==> src/rtl/async_fifo_read_ctrl.sv <==
// Read-side controller for a dual-clock FIFO: syncs the Gray write pointer,
// fetches from registered-read memory and streams words out via valid/ready.
//
// Ports:
//   rd_clk, rd_rst      read clock, synchronous active-high reset
//   wr_ptr_gray         Gray write pointer from the write domain (async)
//   rd_ptr_gray         registered Gray read pointer to the write domain
//   read_addr/read_data memory read port (one-cycle registered latency)
//   out_data/out_valid/out_ready  output stream
//   empty, rd_level     synced occupancy view (unfetched words)
module async_fifo_read_ctrl #(
    parameter int DATA_WIDTH  = 8,
    parameter int ADDR_WIDTH  = 4,
    parameter int SYNC_STAGES = 2
) (
    input  logic                  rd_clk,
    input  logic                  rd_rst,
    input  logic [ADDR_WIDTH:0]   wr_ptr_gray,
    output logic [ADDR_WIDTH:0]   rd_ptr_gray,
    output logic [ADDR_WIDTH-1:0] read_addr,
    input  logic [DATA_WIDTH-1:0] read_data,
    output logic [DATA_WIDTH-1:0] out_data,
    output logic                  out_valid,
    input  logic                  out_ready,
    output logic                  empty,
    output logic [ADDR_WIDTH:0]   rd_level
);

    localparam int PW = ADDR_WIDTH + 1;

    function automatic logic [PW-1:0] gray2bin(input logic [PW-1:0] g);
        logic [PW-1:0] b;
        b[PW-1] = g[PW-1];
        for (int i = PW - 2; i >= 0; i--) begin
            b[i] = b[i+1] ^ g[i];
        end
        return b;
    endfunction

    logic [PW-1:0]         sync_q [SYNC_STAGES];
    logic [PW-1:0]         wq_gray;
    logic [PW-1:0]         wq_bin;

    logic [PW-1:0]         rd_bin_q, rd_bin_d;
    logic [PW-1:0]         rd_gray_q, rd_gray_d;
    logic                  inflight_q;
    logic                  out_valid_q, out_valid_d;
    logic [DATA_WIDTH-1:0] out_data_q, out_data_d;
    logic                  skid_valid_q, skid_valid_d;
    logic [DATA_WIDTH-1:0] skid_data_q, skid_data_d;

    logic                  pop;
    logic [1:0]            occ;
    logic [1:0]            occ_after_pop;
    logic                  fetch;

    // Synchronizer on the incoming Gray write pointer
    always_ff @(posedge rd_clk) begin
        if (rd_rst) begin
            for (int i = 0; i < SYNC_STAGES; i++) begin
                sync_q[i] <= '0;
            end
        end else begin
            sync_q[0] <= wr_ptr_gray;
            for (int i = 1; i < SYNC_STAGES; i++) begin
                sync_q[i] <= sync_q[i-1];
            end
        end
    end

    assign wq_gray = sync_q[SYNC_STAGES-1];
    assign wq_bin  = gray2bin(wq_gray);

    assign empty     = (wq_gray == rd_gray_q);
    assign rd_level  = wq_bin - rd_bin_q;
    assign read_addr = rd_bin_q[ADDR_WIDTH-1:0];

    // Occupancy counts the word still in the memory pipeline so that the
    // two-entry buffer can never overflow under backpressure.
    assign pop           = out_valid_q & out_ready;
    assign occ           = {1'b0, out_valid_q} + {1'b0, skid_valid_q}
                         + {1'b0, inflight_q};
    assign occ_after_pop = occ - {1'b0, pop};
    assign fetch         = !empty && (occ_after_pop < 2'd2);

    assign rd_bin_d  = rd_bin_q + {{(PW-1){1'b0}}, fetch};
    assign rd_gray_d = rd_bin_d ^ (rd_bin_d >> 1);

    // Output register plus skid: pop/move first, then place the arrival
    always_comb begin
        out_valid_d  = out_valid_q;
        out_data_d   = out_data_q;
        skid_valid_d = skid_valid_q;
        skid_data_d  = skid_data_q;
        if (pop) begin
            if (skid_valid_q) begin
                out_data_d   = skid_data_q;
                skid_valid_d = 1'b0;
            end else begin
                out_valid_d = 1'b0;
            end
        end
        if (inflight_q) begin
            if (!out_valid_d) begin
                out_valid_d = 1'b1;
                out_data_d  = read_data;
            end else begin
                skid_valid_d = 1'b1;
                skid_data_d  = read_data;
            end
        end
    end

    always_ff @(posedge rd_clk) begin
        if (rd_rst) begin
            rd_bin_q     <= '0;
            rd_gray_q    <= '0;
            inflight_q   <= 1'b0;
            out_valid_q  <= 1'b0;
            out_data_q   <= '0;
            skid_valid_q <= 1'b0;
            skid_data_q  <= '0;
        end else begin
            rd_bin_q     <= rd_bin_d;
            rd_gray_q    <= rd_gray_d;
            inflight_q   <= fetch;
            out_valid_q  <= out_valid_d;
            out_data_q   <= out_data_d;
            skid_valid_q <= skid_valid_d;
            skid_data_q  <= skid_data_d;
        end
    end

    assign rd_ptr_gray = rd_gray_q;
    assign out_valid   = out_valid_q;
    assign out_data    = out_data_q;

endmodule
==> config.mk <==
export PLATFORM = sky130hd
export DESIGN_NAME = async_fifo_read_ctrl
export DESIGN_NICKNAME = d
export VERILOG_FILES = /design/src/rtl/async_fifo_read_ctrl.sv
export SDC_FILE = /design/constraint.sdc
export NUM_CORES = 1
export LEC_CHECK = 0
export ABC_CLOCK_PERIOD_IN_PS = 2640
export CAP_MARGIN = 10
export CORE_UTILIZATION = 57
export CTS_BUF_LIST = sky130_fd_sc_hd__clkbuf_4
export DETAILED_ROUTE_END_ITERATION = 6
export DONT_BUFFER_PORTS = 1
export PLACE_DENSITY = 0.75
export SLEW_MARGIN = 25
export SYNTH_ARGS = -nofsm -noshare
export SYNTH_HDL_FRONTEND = slang
export SYNTH_SLANG_ARGS = --single-unit
export TNS_END_PERCENT = 100
==> constraint.sdc <==
create_clock -name rd_clk -period 2.64 [get_ports rd_clk]
set_clock_uncertainty 0.2 [all_clocks]
set_input_delay 0.396 -clock rd_clk [delete_from_list [all_inputs] [get_ports rd_clk]]
set_output_delay 0.396 -clock rd_clk [all_outputs]
set_load 0.05 [all_outputs]
==> flow_metrics.tcl <==
set metrics [dict create \
    fin_util 0.813 \
    place_hpwl_um 2520 \
    period_needed_ps 3230 \
    wl_per_cell_um 15.1 \
    drc 0 \
    fillCellCount 164 \
    hold_class "in2reg" \
    startpoint_type "register" \
    die_h_um 56.6 \
    violations "negative setup slack" \
    ant_nets 0 \
    synth_cells 174 \
    synth_top_cell_area_share 0.448 \
    dieArea_um2 3200 \
    r2r_start "out_valid$_SDFF_PP0_" \
    timing.slew.headroom 0.596 \
    drt_iter0_markers 48 \
    setup_viol 4 \
    syn_nets 199 \
    place_ws_ps -300 \
    ys_types 27 \
    clkTransAtPathRegs_ps 120 \
    power_w 0.00233 \
    synth_edf_count 0 \
    p_leak_nw 1.05 \
    nets 235 \
    ir_drop_uv 1150 \
    drt_wl_total_um 3650 \
    cts-root-buf "clkbuf_4" \
    area_growth_pct 33.3 \
    diodes 0 \
    globalRouteOverflowTotal 0 \
    ys_seq_elements 38 \
    numPortBuffers 0 \
    max_freq_mhz 310 \
    grt_pass1_vias 1343 \
    cts_tree "done" \
    worst_slack_ps -591 \
    async_flop_share 0 \
    min_from "read_data[4]" \
    synth_seq_area_share 0.448 \
    cap_violations 0 \
    htreeDepth 2 \
    yosys_warnings 0 \
    hold_viol_final 0 \
    ys.flop_type "dfxtp_1" \
    crit_arrival_ps 2630 \
    worst_slew_pin_slew_ps 604 \
    initial_core_util 0.610 \
    hold_path_depth 2 \
    rr_endpoint "rd_ptr_gray[3]$_SDFF_PP0_" \
    grt_pass1_wl_um 5930 \
    slew_viol_final 0 \
    core_um2 2780 \
    p_per_area_nw_per_um2 1030 \
    crit_fanout 2 \
    grt.total_usage 0.245 \
    grt_max_degree 39 \
    layout_commonest_cell "dfxtp_1" \
    die_x_um 56.6 \
    rrSetupSlack_ps 30 \
    drive_above_1_share 0.327 \
    hold-path-endpoint "skid_data_q[4]$_SDFFE_PP0P_" \
    critPathCaptureType "output port" \
    syn_area_um2 1700 \
    rsz0062_at_grt "yes" \
    cts.sinks 38 \
    crit_type "reg2out" \
    setup_tns_ps -1880 \
    rr_worst_depth 14 \
    antenna_found_initial 0 \
    status "complete, but fails checks" \
    gp_congestion 0.860 \
    route.vias.total 1303 \
    synth_top_area_cell "dfxtp_1" \
    firstDrtPassIters 4 \
    pin_count 40 \
    clock_latency_ps 330 \
    syn_avg_cell_area_um2 9.75 \
    viasPerCell 5.38 \
    cts_max_path_buffers 2 \
    row_count 19 \
    numCtsBuffers 5 \
    period_share 1.22 \
    synthTopCellsByArea "dfxtp_1 45%, mux2i_1 10%, ha_1 5.9%, nor2_1 5.8%, xnor2_1 5.2%" \
    layout_common_cells "34 x dfxtp_1, 24 x buf_4, 23 x nor2_1, 17 x mux2i_1, 12 x nor2b_1" \
    cp.required_ps 2040 \
]
registers in the layout, summed over array words and instances (netlist names):
| register | cells |
|---|---|
| skid_data_q | 8 |
| sync_q | 10 |
| rd_ptr_gray | 4 |
| out_valid | 1 |
| out_data | 8 |
| rd_bin_q | 5 |
| skid_valid_q | 1 |
| inflight_q | 1 |
cell usage after synthesis (3+ instances only):
master    number
xnor2_1       10
inv_1         13
a21o_1         3
nor2_1        26
nor3_1         3
nor2b_1       12
mux2i_1       17
xor2_1         6
clkbuf_1       4
ha_1           8
nand3_1        3
dfxtp_1       38
a211oi_1       8
a21oi_1        7
through the flow:
stage	area, µm²	cells	hold slack, ps
final	2260	242	10.3
after global routing	2260	242	1.54
after CTS	2220	241	6.24
after detailed placement	1990	222	224
after global placement	1990	222	220
after floorplan	1750	174	214
where the power goes:
part,switching (W),leakage [nW],internal (W),total (W)
clock,0.000187,0.0286,0.0000991,0.000286
sequential,0.000167,0.313,0.000656,0.000823
combinational,0.000682,0.706,0.000537,0.00122
total,0.00104,1.05,0.00129,0.00233
worst max-delay path by stage:
stage / startpoint / endpoint / depth (start not counted)
2_1_floorplan: sync_q[0][8]$_SDFF_PP0_ / rd_level[4] / 10
3_3_place_gp: sync_q[0][9]$_SDFF_PP0_ / rd_level[4] / 11
3_5_place_dp: sync_q[0][8]$_SDFF_PP0_ / rd_level[4] / 11
4_1_cts: sync_q[0][8]$_SDFF_PP0_ / rd_level[4] / 11
5_1_grt: sync_q[0][8]$_SDFF_PP0_ / rd_level[4] / 11
6_report: sync_q[0][8]$_SDFF_PP0_ / rd_level[4] / 11
logic make-up (layout without fill, tap and decap cells):
kind of cell | count (synthesis) | after routing | synth area share
adder cells (fa/ha/maj) | 9 | 9 | 0.0708
AO/OA/AOI/OAI | 21 | 21 | 0.0804
AND/OR/NAND/NOR | 50 | 50 | 0.143
flip-flops | 38 | 38 | 0.448
multiplexers | 17 | 17 | 0.100
buffers and inverters | 20 | 57 | 0.0457
XOR/XNOR | 19 | 19 | 0.111
metal layers:
metal	global-route usage	wire length, µm
met1	0.287	1450
met4	0.0732	43
met3	0.0737	212
met2	0.430	1950
met5	0	0
worst max-delay path: stages, from the launching register on:
cell     delay (ps)
dfxtp_2         350
xor2_2          190
xnor2_2         210
xor2_2          200
xor2_1          210
ha_2            230
fa_2            200
inv_1            40
a21o_1          170
a21oi_4         170
xor2_4          180
buf_12          150
timing repair:
action                     CTS  global route
pin swaps                    8            11
hold buffers                 7             0
setup endpoints to repair    8             8
hold endpoints to repair    38             0
resized for setup           17             9
buffers inserted             4             2
cell type report:
class,count,area [µm²],share of cell area
Inverter,13,52.6,0.0232
Timing Repair Buffer,36,352,0.156
Clock buffer,5,37.5,0.0166
Multi-Input combinational cell,116,996,0.441
Tap cell,31,38.8,0.0172
Sequential cell,38,768,0.340
Clock inverter,3,16.3,0.00719
(Power assumes the default switching activity.)
